<file path="src/rtl/bf16_log2_core.sv">
// ============================================================================
// Module      : bf16_log2_core
// Description : bfloat16 log2 by iterative squaring; integer part from the
//               exponent, fractional bits from repeated squaring of 1.man.
// Revision    : 1.0 - initial release
// ============================================================================
`default_nettype none

module bf16_log2_core #(
    parameter int EXP_WIDTH = 8,
    parameter int MAN_WIDTH = 7,
    parameter int BIAS      = 127
) (
    input  logic                         clk,
    input  logic                         rst,
    input  logic                         valid_i,
    input  logic [EXP_WIDTH+MAN_WIDTH:0] data_i,
    output logic                         ready_o,
    output logic                         valid_o,
    output logic [EXP_WIDTH-1:0]         int_o,
    output logic [MAN_WIDTH-1:0]         frac_o,
    output logic                         err_o
);

    localparam int YW    = MAN_WIDTH + 1;
    localparam int PW    = 2 * YW;
    localparam int CNT_W = $clog2(MAN_WIDTH);
    localparam logic [CNT_W-1:0] C_LAST = CNT_W'(MAN_WIDTH - 1);

    typedef enum logic [1:0] {
        S_IDLE   = 2'd0,
        S_SQUARE = 2'd1,
        S_DONE   = 2'd2
    } state_t;

    state_t                 r_state;
    logic [CNT_W-1:0]       r_cnt;
    logic [YW-1:0]          r_y;
    logic [EXP_WIDTH-1:0]   r_int;
    logic [MAN_WIDTH-2:0]   r_frac;

    logic                   w_sign;
    logic [EXP_WIDTH-1:0]   w_exp;
    logic [MAN_WIDTH-1:0]   w_man;
    logic                   w_invalid;
    logic [EXP_WIDTH-1:0]   w_int;
    logic [YW:0]            w_prod_hi;
    logic [MAN_WIDTH-1:0]   w_prod_unused;
    logic                   w_bit;
    logic [YW-1:0]          w_y_next;
    logic [MAN_WIDTH-1:0]   w_frac_next;

    assign w_sign    = data_i[EXP_WIDTH+MAN_WIDTH];
    assign w_exp     = data_i[EXP_WIDTH+MAN_WIDTH-1:MAN_WIDTH];
    assign w_man     = data_i[MAN_WIDTH-1:0];
    // Any sign bit (including -0.0), zero/denormal or inf/NaN has no real log2
    assign w_invalid = w_sign | (w_exp == '0) | (w_exp == {EXP_WIDTH{1'b1}});
    assign w_int     = w_exp - EXP_WIDTH'(BIAS);

    // Only product bits [PW-1:MAN_WIDTH] feed the next Q1.7 operand
    assign {w_prod_hi, w_prod_unused} = {{YW{1'b0}}, r_y} * {{YW{1'b0}}, r_y};
    assign w_bit       = w_prod_hi[YW];
    assign w_y_next    = w_bit ? w_prod_hi[YW:1] : w_prod_hi[YW-1:0];
    assign w_frac_next = {r_frac, w_bit};

    always_ff @(posedge clk or posedge rst) begin
        if (rst) begin
            r_state <= S_IDLE;
            r_cnt   <= '0;
            r_y     <= '0;
            r_int   <= '0;
            r_frac  <= '0;
            ready_o <= 1'b1;
            valid_o <= 1'b0;
            int_o   <= '0;
            frac_o  <= '0;
            err_o   <= 1'b0;
        end else begin
            case (r_state)
                S_IDLE: begin
                    if (valid_i) begin
                        ready_o <= 1'b0;
                        if (w_invalid) begin
                            int_o   <= {1'b1, {(EXP_WIDTH-1){1'b0}}};
                            frac_o  <= '0;
                            err_o   <= 1'b1;
                            valid_o <= 1'b1;
                            r_state <= S_DONE;
                        end else begin
                            r_int   <= w_int;
                            r_y     <= {1'b1, w_man};
                            r_cnt   <= '0;
                            r_frac  <= '0;
                            r_state <= S_SQUARE;
                        end
                    end
                end
                S_SQUARE: begin
                    r_y    <= w_y_next;
                    r_frac <= w_frac_next[MAN_WIDTH-2:0];
                    if (r_cnt == C_LAST) begin
                        int_o   <= r_int;
                        frac_o  <= w_frac_next;
                        err_o   <= 1'b0;
                        valid_o <= 1'b1;
                        r_state <= S_DONE;
                    end else begin
                        r_cnt <= r_cnt + CNT_W'(1);
                    end
                end
                S_DONE: begin
                    valid_o <= 1'b0;
                    ready_o <= 1'b1;
                    r_state <= S_IDLE;
                end
                default: begin
                    valid_o <= 1'b0;
                    ready_o <= 1'b1;
                    r_state <= S_IDLE;
                end
            endcase
        end
    end

endmodule

`default_nettype wire
</file>
<file path="config.mk">
export PLATFORM = sky130hd
export DESIGN_NAME = bf16_log2_core
export DESIGN_NICKNAME = d
export VERILOG_FILES = /design/src/rtl/bf16_log2_core.sv
export SDC_FILE = /design/constraint.sdc
export NUM_CORES = 1
export LEC_CHECK = 0
export CORE_UTILIZATION = 55
export CTS_BUF_LIST = sky130_fd_sc_hd__clkbuf_4 sky130_fd_sc_hd__clkbuf_8
export DETAILED_ROUTE_END_ITERATION = 8
export PLACE_DENSITY_LB_ADDON = 0.3
export SYNTH_ARGS = -nofsm -noshare
export SYNTH_HDL_FRONTEND = slang
export SYNTH_SLANG_ARGS = --single-unit
</file>
<file path="constraint.sdc">
create_clock -name clk -period 10 [get_ports clk]
set_input_delay 3 -clock clk [delete_from_list [all_inputs] [get_ports clk]]
set_output_delay 3 -clock clk [all_outputs]
set_load 0.1 [all_outputs]
</file>
Word-level counts from Yosys, hierarchy flattened
Index checks and enable logic that the tools add are counted.
{"block": "classes", "addsub": 2, "n_mul": 1, "eq_ne": 8, "n_mux": 31, "bitwise_logic": 4, "n_reduce_logical": 10}
{"operator": "2-to-1 mux 8 bit", "n": 6}
{"operator": "one-hot mux 8 bit (2 select lines)", "n": 2}
{"operator": "2-to-1 mux 7 bit", "n": 3}
{"operator": "multiplier 8 x 8 -> 16 bit", "n": 1}
{"operator": "one-hot mux 7 bit (2 select lines)", "n": 1}
{"operator": "2-to-1 mux 6 bit", "n": 2}
{"operator": "one-hot mux 6 bit (2 select lines)", "n": 1}
{"operator": "inequality test 2 bit, second input constant", "n": 5}
{"operator": "2-to-1 mux 3 bit", "n": 3}
{"operator": "AND reduction 3 bit", "n": 3}
{"operator": "equality test 8 bit, second input constant", "n": 1}
{"operator": "logical NOT 8 bit", "n": 1}
{"operator": "AND reduction 4 bit", "n": 2}
{"operator": "subtractor 8 x 7 -> 8 bit, second input constant", "n": 1}
{"operator": "2-to-1 mux 2 bit", "n": 3}
{"operator": "one-hot mux 1 bit (2 select lines)", "n": 3}
{"operator": "one-hot mux 3 bit (2 select lines)", "n": 1}
{"operator": "2-to-1 mux 1 bit", "n": 5}
{"operator": "one-hot mux 2 bit (2 select lines)", "n": 1}
{"operator": "AND reduction 2 bit", "n": 2}
{"operator": "adder 3 x 1 -> 3 bit, second input constant", "n": 1}
{"operator": "equality test 3 bit, second input constant", "n": 1}
{"operator": "equality test 2 x 1 -> 1 bit, second input constant", "n": 1}
{"operator": "logical NOT 2 bit", "n": 1}
{"operator": "3 further kinds", "n": 5}
{"block": "totals", "reg_bits": 45, "in_bits": 19, "out_inout_bits": 18, "wordCells": 66}

Logic depth before layout (Yosys ltp)
{"block": "logic_depth", "ltp_word": 6, "depth_mapped": 18, "mapped_depth_nobuf": 17}

Worst setup path before layout
OpenSTA, ideal clock, no wires.
{"block": "synth_timing", "path_kind": "register to register", "from": "register r_y[6]", "to": "register r_y[2]", "setup_time_ns": 0.080, "arrival_ns": 5.031, "required_ns": 9.920, "path_slack_ns": 4.889, "stages_incl_launch_ff": 17, "path_buffers": 1, "synth_period_minus_slack_ns": 5.111, "cell_sequence": "dfrtp_1 > clkdlybuf4s50_2 > nand2_1 > fa_1 > inv_1 > fa_1 > fa_1 > inv_1 > fa_1 > inv_1 > ha_1 > a2111oi_2 > a21oi_4 > mux2_4 > nand3_4 > mux2_4 > o22ai_2"}
{"block": "synth_via", "elab_chain_cells": 3}
{"element": "start: declaration", "line_no": "38", "rtl": "logic [YW-1:0] r_y;"}
{"element": "start signal: assignment", "line_no": "91", "rtl": "r_y <= {1'b1, w_man};"}
{"element": "start signal: assignment", "line_no": "99", "rtl": "r_y <= w_y_next;"}
{"element": "multiplier 8 x 8 -> 16 bit", "line_no": "61", "rtl": "assign {w_prod_hi, w_prod_unused} = {{YW{1'b0}}, r_y} * {{YW{1'b0}}, r_y};"}
{"element": "2-to-1 mux 8 bit", "line_no": "63", "rtl": "assign w_y_next = w_bit ? w_prod_hi[YW:1] : w_prod_hi[YW-1:0];"}
{"element": "one-hot mux 8 bit (2 select lines)", "line_no": "79", "rtl": "case (r_state)"}
No other way between the ends.
A chain may end at the register's enable or synchronous reset.

Worst setup path in the final report
{"block": "layout_timing", "from": "input port data_i[7]", "to": "register r_y[6]"}
{"block": "layout_via", "elab_chain_cells": 5, "word_cells_on_any_way": 6, "cone_classes": "eq/ne: 2; bitwise: 2; reduce/logical: 2"}
{"element": "start: declaration", "line_no": "17", "rtl": "input logic [EXP_WIDTH+MAN_WIDTH:0] data_i,"}
{"element": "logical NOT 8 bit", "line_no": "57", "rtl": "assign w_invalid = w_sign | (w_exp == '0) | (w_exp == {EXP_WIDTH{1'b1}});"}
{"element": "bitwise OR 1 bit", "line_no": "57"}
{"element": "bitwise OR 1 bit *", "line_no": "57"}
{"element": "inequality test 2 bit (no source line) *"}
{"element": "AND reduction 3 bit (no source line) *"}
Mark *: on every way between the ends. The rest lies on a longest branch, timed or not.

==> impl_metrics.env <==
export IMPL_finalHoldViolCount=0
export IMPL_synth_seq_cells=45
export IMPL_antenna_cells=0
export IMPL_path_common_cell="a21oi_1"
export IMPL_synth_edf_count=0
export IMPL_ys_warn_count=0
export IMPL_synth_flop_cell="dfrtp_1"
export IMPL_tns_ps=0
export IMPL_required_ps=10140
export IMPL_period_minus_slack_ps=5370
export IMPL_grt_overflow=0
export IMPL_synth_cell_types=61
export IMPL_rrSetupSlack_ps=4880
export IMPL_wl_per_cell_um=14.7
export IMPL_seq_area_frac_synth_pct=31.0
export IMPL_cap_violations=0
export IMPL_numCtsBuffers=5
export IMPL_die_w_um=83.3
export IMPL_worstMarginPinSlew_ps=974
export IMPL_clk_path_buf_depth=2
export IMPL_path_max_fanout=17
export IMPL_fin_crit_sh_pct=53.7
export IMPL_cts_root_buf="clkbuf_8"
export IMPL_slowest_stage="clkdlybuf4s50_1"
export IMPL_max_stage_delay_ps=530
export IMPL_drive_above_1_share_pct=7.57
export IMPL_num_vias=2755
export IMPL_place_congestion=0.841
export IMPL_cts_hold_buffers=0
export IMPL_synthXorXnorAreaFrac_pct=4.09
export IMPL_initial_core_util_pct=57.3
export IMPL_final_cell_mix="nand2_1 (53), inv_1 (52), dfrtp_1 (44)"
export IMPL_drv_slew=0
export IMPL_cts_reportedPaths_clkPinSlew_ps=80
export IMPL_first_global_vias=2859
export IMPL_viasPerCell=5.51
export IMPL_grt_usage_pct=23.5
export IMPL_place_hpwl_um=5730
export IMPL_synth_area_um2=3640
export IMPL_critPathKind="in -> reg"
export IMPL_relSlewSlack_pct=34.9
export IMPL_antenna_found_initial=0
export IMPL_nets=498
export IMPL_core_area_um2=6350
export IMPL_crit_chain="clkdlybuf4s50_1, inv_1, ha_1, nor4b_1, a21oi_1, o211ai_2, nor2_1, nand2_1, o22ai_1, a21oi_1"
export IMPL_cts_sinks=45
export IMPL_io_pins=37
export IMPL_grt_start_max_net_pins=46
export IMPL_synth_area_mux_share_pct=2.79
export IMPL_die_area_um2=6940
export IMPL_final_common_cell="nand2_1"
export IMPL_path_buf_inv=2
export IMPL_grt_pass1_wl_um=13100
export IMPL_fmaxAchievable_ghz=0.186
export IMPL_rows=29
export IMPL_drc=0
export IMPL_wl_um=7360
export IMPL_synth_area_per_cell_um2=9.42
export IMPL_drt_iter0_drc=181
export IMPL_postCtsSetupBuffers=0
export IMPL_drtPass1Iterations=4
export IMPL_final_cells=500
export IMPL_cts_repair_resized=0
export IMPL_dp_cells=492
export IMPL_start_kind="input port"
export IMPL_synth_simple_area_share_pct=17.3
export IMPL_syn_instance_count=386
export IMPL_synth_fa_ha_area_share_pct=24.6
export IMPL_synth_top_family_by_area="adder cells"
export IMPL_syn_to_final_growth_pct=15.1
export IMPL_syn_num_nets=462
export IMPL_endpoint_kind="flip-flop"
export IMPL_synth_async_reset_ratio_pct=100
export IMPL_cts_tree="built"
export IMPL_crit_arrival_ps=5510
export IMPL_die_h_um=83.3
export IMPL_hp_class="reg -> reg"
export IMPL_synth_compound_area_share_pct=13.4
export IMPL_io_buffers=36
export IMPL_fillCellCount=520
export IMPL_whs_ps=474
export IMPL_cp_top_family="simple AND/OR/NAND/NOR gates"
export IMPL_setup_violations=0
export IMPL_outcome="finished, final reports clean"
export IMPL_cts_htree_levels=2
export IMPL_rsz0062_at_grt="no"
export IMPL_ant_nets=0
export IMPL_clock_latency_ps=300
export IMPL_clock_skew_ps=6.56
final timing paths:
check                          start   endpoint  depth (start not counted)
setup reg to reg              r_y[5]     r_y[2]                         15
min in group asynchronous        rst  frac_o[2]                          3
setup / recovery           data_i[7]     r_y[6]                         10
max in group asynchronous        rst    ready_o                          3
hold reg to reg              ready_o    ready_o                          2
hold / removal               ready_o    ready_o                          2
metrics by stage:
step | setup slack (ps) | instance area [µm²] | util, %
after CTS | 4630 | 4190 | 65.9
final | 4630 | 4190 | 65.9
after global placement | 4510 | 4050 | 63.8
after detailed placement | 4380 | 4050 | 63.8
after floorplan | 4890 | 3640 | -
after global routing | 4440 | 4190 | 65.9
state kept, by name, indices dropped and copies added, names as in the netlist:
| register | flops |
|---|---|
| err_o | 1 |
| frac_o | 7 |
| int_o | 8 |
| r_cnt | 3 |
| r_frac | 6 |
| r_int | 8 |
| r_state | 2 |
| r_y | 8 |
| ready_o | 1 |
| valid_o | 1 |
cells in the mapped netlist, types with 5 or more instances:
cell type	n	area share, %
a21oi_1	12	1.7
a22o_1	7	1.7
and2_1	16	2.8
dfrtp_1	44	30
fa_1	24	13
ha_1	33	11
inv_1	53	5.5
mux2i_1	6	1.7
nand2_1	53	5.5
nand3_1	7	0.96
nor2_1	22	2.3
o21ai_0	20	2.8
o22ai_1	5	0.86
xnor2_1	9	2.2
xor2_1	8	1.9
worst min-delay path, stage by stage, from the launching register on:
cell and delay (ps):
dfstp_2 380, nand2_1 50, nand2_1 50
final cells by class:
class / instances / area, µm² / area share, %
Timing Repair Buffer: 37 / 368 / 8.79
Tap cell: 77 / 96.3 / 2.30
Sequential cell: 45 / 1130 / 26.9
Inverter: 54 / 203 / 4.84
Clock buffer: 5 / 68.8 / 1.64
Multi-Input combinational cell: 279 / 2260 / 53.9
Clock inverter: 3 / 65.1 / 1.55
per-layer routing:
metal | global-route usage [%] | part of all wire [%] | up-vias
met5 | 0 | 0 | -
met1 | 31.1 | 44 | 1342
met3 | 2.98 | 3.8 | 6
li1 | - | - | 1347
met2 | 41.2 | 52 | 60
met4 | 5.33 | 0.72 | 0
cells by family after synthesis:
logic type | count (synthesis)
buffers and inverters | 62
AO/OA/AOI/OAI | 70
XOR/XNOR | 17
AND/OR/NAND/NOR | 126
multiplexers | 9
flip-flops | 45
adder cells (fa/ha/maj) | 57
Power is not shown: default switching activity piles up to over one toggle a cycle in this logic, so the estimate is an artifact.
